$ cat src/rtl/rf_arb_pkg.sv
// Shared state encoding, default sizing and index-width helper for the register-file read arbiter.
package rf_arb_pkg;

    localparam int NREQ_DEF = 4;
    localparam int W_DEF    = 8;
    localparam int AW_DEF   = 3;

    typedef enum logic [1:0] {
        ST_IDLE  = 2'd0,
        ST_GRANT = 2'd1,
        ST_RESP  = 2'd2
    } arb_state_e;

    function automatic int idx_w(input int n);
        return (n > 1) ? $clog2(n) : 1;
    endfunction

endpackage

$ cat src/rtl/regfile_read_arbiter_rr_pick.sv
// Combinational winner selection: first candidate found scanning upward from start_i, wrapping.
module rr_pick
    import rf_arb_pkg::*;
#(
    parameter int NREQ = NREQ_DEF,
    parameter int IW   = idx_w(NREQ)
) (
    input  logic [NREQ-1:0] req_i,
    input  logic [NREQ-1:0] excl_i,
    input  logic [IW-1:0]   start_i,
    output logic            valid_o,
    output logic [IW-1:0]   win_o
);

    logic [NREQ-1:0] cand;
    logic [IW:0]     j;
    logic            found;

    assign cand = req_i & ~excl_i;

    always_comb begin
        found = 1'b0;
        win_o = '0;
        j     = '0;
        for (int k = 0; k < NREQ; k++) begin
            j = {1'b0, start_i} + (IW+1)'(k);
            if (j >= (IW+1)'(NREQ)) j = j - (IW+1)'(NREQ);
            if (!found && cand[j[IW-1:0]]) begin
                found = 1'b1;
                win_o = j[IW-1:0];
            end
        end
        valid_o = found;
    end

endmodule

$ cat src/rtl/regfile_read_arbiter.sv
// Shared register-file read port arbiter: IDLE -> GRANT (drive mux) -> RESP (strobe data).
// Define RF_ARB_ROUND_ROBIN_EN for round-robin priority; otherwise lowest index wins.
module regfile_read_arbiter
    import rf_arb_pkg::*;
#(
    parameter int  NREQ = NREQ_DEF,
    parameter int  W    = W_DEF,
    parameter int  AW   = AW_DEF,
    localparam int IW   = idx_w(NREQ)
) (
    input  logic              CLK,
    input  logic              RST,
    input  logic [NREQ-1:0]   req,
    input  logic [NREQ*AW-1:0] raddr,
    output logic [AW-1:0]     rf_sel,
    input  logic [W-1:0]      rf_data,
    output logic [NREQ-1:0]   gnt,
    output logic [W-1:0]      rdata,
    output logic              rvalid,
    output logic [IW-1:0]     rid
);

    arb_state_e      state_q, state_d;
    logic [IW-1:0]   win_q, win_d;
    logic [IW-1:0]   rid_q, rid_d;
    logic [NREQ-1:0] gnt_q, gnt_d;
    logic [AW-1:0]   sel_q, sel_d;
    logic [W-1:0]    rdata_q, rdata_d;

    logic [NREQ-1:0] excl;
    logic [IW-1:0]   start;
    logic [IW-1:0]   pick;
    logic            pick_vld;
    logic [AW-1:0]   pick_addr;

    // The requester just answered still holds req during RESP; keep it out of the next round.
    assign excl = (state_q == ST_RESP) ? (NREQ'(1) << rid_q) : '0;

`ifdef RF_ARB_ROUND_ROBIN_EN
    logic [IW-1:0] ptr_q, ptr_d;

    assign start = ptr_q;

    always_ff @(posedge CLK or posedge RST) begin
        if (RST) ptr_q <= '0;
        else     ptr_q <= ptr_d;
    end

    always_comb begin
        ptr_d = ptr_q;
        if (state_q != ST_GRANT && pick_vld)
            ptr_d = (pick == IW'(NREQ-1)) ? '0 : pick + IW'(1);
    end
`else
    assign start = '0;
`endif

    rr_pick #(.NREQ(NREQ), .IW(IW)) u_pick (
        .req_i   (req),
        .excl_i  (excl),
        .start_i (start),
        .valid_o (pick_vld),
        .win_o   (pick)
    );

    always_comb begin
        pick_addr = '0;
        for (int i = 0; i < NREQ; i++)
            if (pick == IW'(i)) pick_addr = raddr[i*AW +: AW];
    end

    always_comb begin
        state_d = state_q;
        win_d   = win_q;
        rid_d   = rid_q;
        rdata_d = rdata_q;
        gnt_d   = '0;
        sel_d   = '0;
        case (state_q)
            ST_GRANT: begin
                rdata_d = rf_data;
                rid_d   = win_q;
                state_d = ST_RESP;
            end
            default: begin
                if (pick_vld) begin
                    state_d = ST_GRANT;
                    win_d   = pick;
                    gnt_d   = NREQ'(1) << pick;
                    sel_d   = pick_addr;
                end else begin
                    state_d = ST_IDLE;
                end
            end
        endcase
    end

    always_ff @(posedge CLK or posedge RST) begin
        if (RST) begin
            state_q <= ST_IDLE;
            win_q   <= '0;
            rid_q   <= '0;
            gnt_q   <= '0;
            sel_q   <= '0;
            rdata_q <= '0;
        end else begin
            state_q <= state_d;
            win_q   <= win_d;
            rid_q   <= rid_d;
            gnt_q   <= gnt_d;
            sel_q   <= sel_d;
            rdata_q <= rdata_d;
        end
    end

    assign gnt    = gnt_q;
    assign rf_sel = sel_q;
    assign rdata  = rdata_q;
    assign rvalid = (state_q == ST_RESP);
    assign rid    = rid_q;

endmodule

$ cat config.mk
export PLATFORM = sky130hd
export DESIGN_NAME = regfile_read_arbiter
export DESIGN_NICKNAME = d
export VERILOG_FILES = /design/src/rtl/rf_arb_pkg.sv /design/src/rtl/regfile_read_arbiter_rr_pick.sv /design/src/rtl/regfile_read_arbiter.sv
export SDC_FILE = /design/constraint.sdc
export NUM_CORES = 1
export LEC_CHECK = 0
export BUFFER_PORTS_ARGS = -buffer_cell sky130_fd_sc_hd__buf_2
export CORE_ASPECT_RATIO = 1.2
export CORE_UTILIZATION = 40
export DETAILED_ROUTE_END_ITERATION = 12
export HOLD_SLACK_MARGIN = 0.03
export PLACE_DENSITY = 0.71
export SLEW_MARGIN = 40
export SYNTH_ARGS = -nofsm -noshare
export SYNTH_HDL_FRONTEND = slang
export SYNTH_SLANG_ARGS = --single-unit
export TNS_END_PERCENT = 100
$ cat constraint.sdc
create_clock -name CLK -period 4.5 [get_ports CLK]
set_input_delay 0.45 -clock CLK [delete_from_list [all_inputs] [get_ports CLK]]
set_output_delay 0.45 -clock CLK [all_outputs]
set_load 0.02 [all_outputs]
==> results.sh <==
export IMPL_tightest_slew_ns=0.626
export IMPL_hold_class="in -> async"
export IMPL_antenna_found_initial=0
export IMPL_timing_slew_headroom_pct=58.3
export IMPL_yosysSeqAreaShare_pct=51.9
export IMPL_finalSetupViolCount=0
export IMPL_grt_pass1_wl_mm=3.30
export IMPL_crit_type="reg -> reg"
export IMPL_swShare_pct=43.0
export IMPL_cts_setup_buffers=0
export IMPL_final_nets=173
export IMPL_pwr_share_clk_pct=11.1
export IMPL_cp_num_cells=5
export IMPL_rsz0062_at_grt="no"
export IMPL_fillers=231
export IMPL_vias=895
export IMPL_r2r_cells=5
export IMPL_wl_per_cell_um=12.2
export IMPL_synth_common_cells="nand2_1, dfrtp_1, inv_1"
export IMPL_areaGrowthSynthToFinish_pct=25.8
export IMPL_peakVddDrop_mv=0.337
export IMPL_grt_max_degree=22
export IMPL_power_density_nw_per_um2=602
export IMPL_numCtsBuffers=3
export IMPL_ant_nets=0
export IMPL_arrival_ns=2.57
export IMPL_ys_ff_latch=21
export IMPL_grt_util_all_layers_pct=17.0
export IMPL_crit_path_end_kind="flip-flop"
export IMPL_clock_sinks=21
export IMPL_finalWirelength_mm=2.17
export IMPL_crit_required_ns=4.69
export IMPL_num_antenna_cells=0
export IMPL_maxSlewViolCount=0
export IMPL_place_gp_congestion=0.738
export IMPL_post_route_drc_count=0
export IMPL_clock_skew_final_ns=0.00166
export IMPL_synth_nets=128
export IMPL_outcome="finished clean"
export IMPL_cp_slowest_cell="nand2b_1"
export IMPL_core_area_sq_um=2350
export IMPL_endpoint="win_q[0]"
export IMPL_clock_latency_ns=0.29
export IMPL_clockBufferDepth=2
export IMPL_die_w_um=47.9
export IMPL_hold_viol=0
export IMPL_holdWs_ns=0.139
export IMPL_crit_buf_inv=1
export IMPL_fin_util_pct=54.1
export IMPL_pwr_share_comb_pct=47.9
export IMPL_syn_cell_area_sq_um=1010
export IMPL_die_height_um=57.1
export IMPL_synth_area_per_cell_sq_um=9.92
export IMPL_r2r_end="win_q[0]"
export IMPL_root_buffer="clkbuf_4"
export IMPL_p_leak_nw=0.710
export IMPL_final_layout_size_suffix_gt1_share_pct=34.2
export IMPL_setup_ws_ns=2.12
export IMPL_crit_path_start_kind="flip-flop"
export IMPL_synth_top_area_share_pct=51.9
export IMPL_io_buffers=43
export IMPL_post_drt_via_cell_ratio=5.06
export IMPL_synth_edff_count=0
export IMPL_cp_cell_sequence="nand2b_1 -> inv_1 -> a211oi_1 -> a31oi_4 -> a211o_1"
export IMPL_initial_core_util_pct=43.0
export IMPL_pin_count=44
export IMPL_switchingPower_mw=0.330
export IMPL_cp_startpoint="state_q[1]"
export IMPL_maxCapViolCount=0
export IMPL_seqCellArea_sq_um=526
export IMPL_multiInputGateArea_sq_um=438
export IMPL_ys_warn_count=0
export IMPL_synth_cell_types=30
export IMPL_synth_flop_cell="dfrtp_1"
export IMPL_worstReg2RegStart="state_q[1]"
export IMPL_critPathMaxFanout=15
export IMPL_yosysMostFrequentCell="nand2_1"
export IMPL_grt_remaining_overflow=0
export IMPL_ff2ff_setup_slack_ns=2.12
export IMPL_async_flop_share_pct=100
export IMPL_synth_cells=102
export IMPL_p_seq_share_pct=41.0
export IMPL_path_delay_family="compound AO/OA/AOI/OAI gates"
export IMPL_cts_htree_levels=1
export IMPL_synth_area_leaders="dfrtp_1, nand2_1, mux2i_1"
export IMPL_dp_hpwl_mm=1.63
export IMPL_place_ws_ns=2.15
export IMPL_fin_crit_ns=2.38
export IMPL_initialDrtViolationCount=11
export IMPL_internal_power_mw=0.437
export IMPL_dieArea_sq_um=2740
export IMPL_max_stage_delay_ns=0.54
export IMPL_post_cts_resized=0
export IMPL_tns_ns=0
export IMPL_grt_pass1_vias=777
export IMPL_clk_pin_slew_ns=0.11
export IMPL_cts_tree="yes"
export IMPL_drtPass1Iterations=4
export IMPL_yosysTopAreaCell="dfrtp_1"
export IMPL_fp_row_count=19
export IMPL_max_freq_ghz=0.420
export IMPL_finalCritPeriodShare_pct=52.9
export IMPL_ctsHoldBuffers=0
## state kept, by name (all words and copies together) (netlist names)
name,flops
rdata,8
gnt,4
rf_sel,3
rid,2
state_q,2
win_q,2
## layout by cell type (no fill, tap or decap), types with 2 or more instances in the layout
master	count
o2111ai_1	3
nand3b_1	3
nand2_1	30
inv_1	7
clkbuf_4	3
a211oi_1	4
buf_2	43
mux2i_1	4
a22oi_1	3
nor2_1	4
dfrtp_1	21
o211ai_1	2
## final cells by class
type	count	area share (%)
inverters	8	2.36
clock buffers	4	2.06
well taps	31	3.05
multi-input cells	70	34.4
repair buffers	43	16.9
flip-flops and latches	21	41.3
## power by group through the flow
stage          clock [mW]  combinational, mW  sequential [mW]
6_report           0.0855              0.367            0.314
2_1_floorplan           0              0.193            0.382
3_5_place_dp            0              0.369            0.316
5_1_grt            0.0976              0.400            0.325
4_1_cts            0.0902              0.370            0.313
3_3_place_gp            0              0.361            0.315
## metrics by stage
step	area, sq um	power [mW]	std cells
floorplan	1010	0.575	102
global placement	1250	0.676	173
detailed placement	1250	0.684	173
CTS	1270	0.773	177
global route	1270	0.823	177
finish	1270	0.767	177
## worst min-delay path by stage
stage,start,endpoint,slack (ns)
finish,RST,gnt[1],0.14
CTS,RST,gnt[3],0.30
global placement,rdata[2],rdata[2],0.46
detailed placement,rdata[6],rdata[6],0.46
floorplan,RST,gnt[0],0.43
global route,RST,gnt[3],0.16
## logic make-up after synthesis
group | count (synthesis) | share of synthesized area, %
muxes | 4 | 3.96
and+or+nand+nor | 48 | 23.6
AOI/OAI and AO/OA | 18 | 15.7
buffers and inverters | 11 | 4.82
DFF | 21 | 51.9
## layer usage
layer | track usage [%] | vias to the layer above | share of wire, % | wire [um]
met1 | 23.5 | 418 | 46 | 994
met2 | 26.4 | 36 | 48 | 1040
met5 | 0 | - | 0 | 0
li1 | - | 439 | - | -
met4 | 7.54 | 0 | 0.74 | 16
met3 | 1.90 | 2 | 5.1 | 110
No activity file was read; power rests on OpenSTA's default activity.
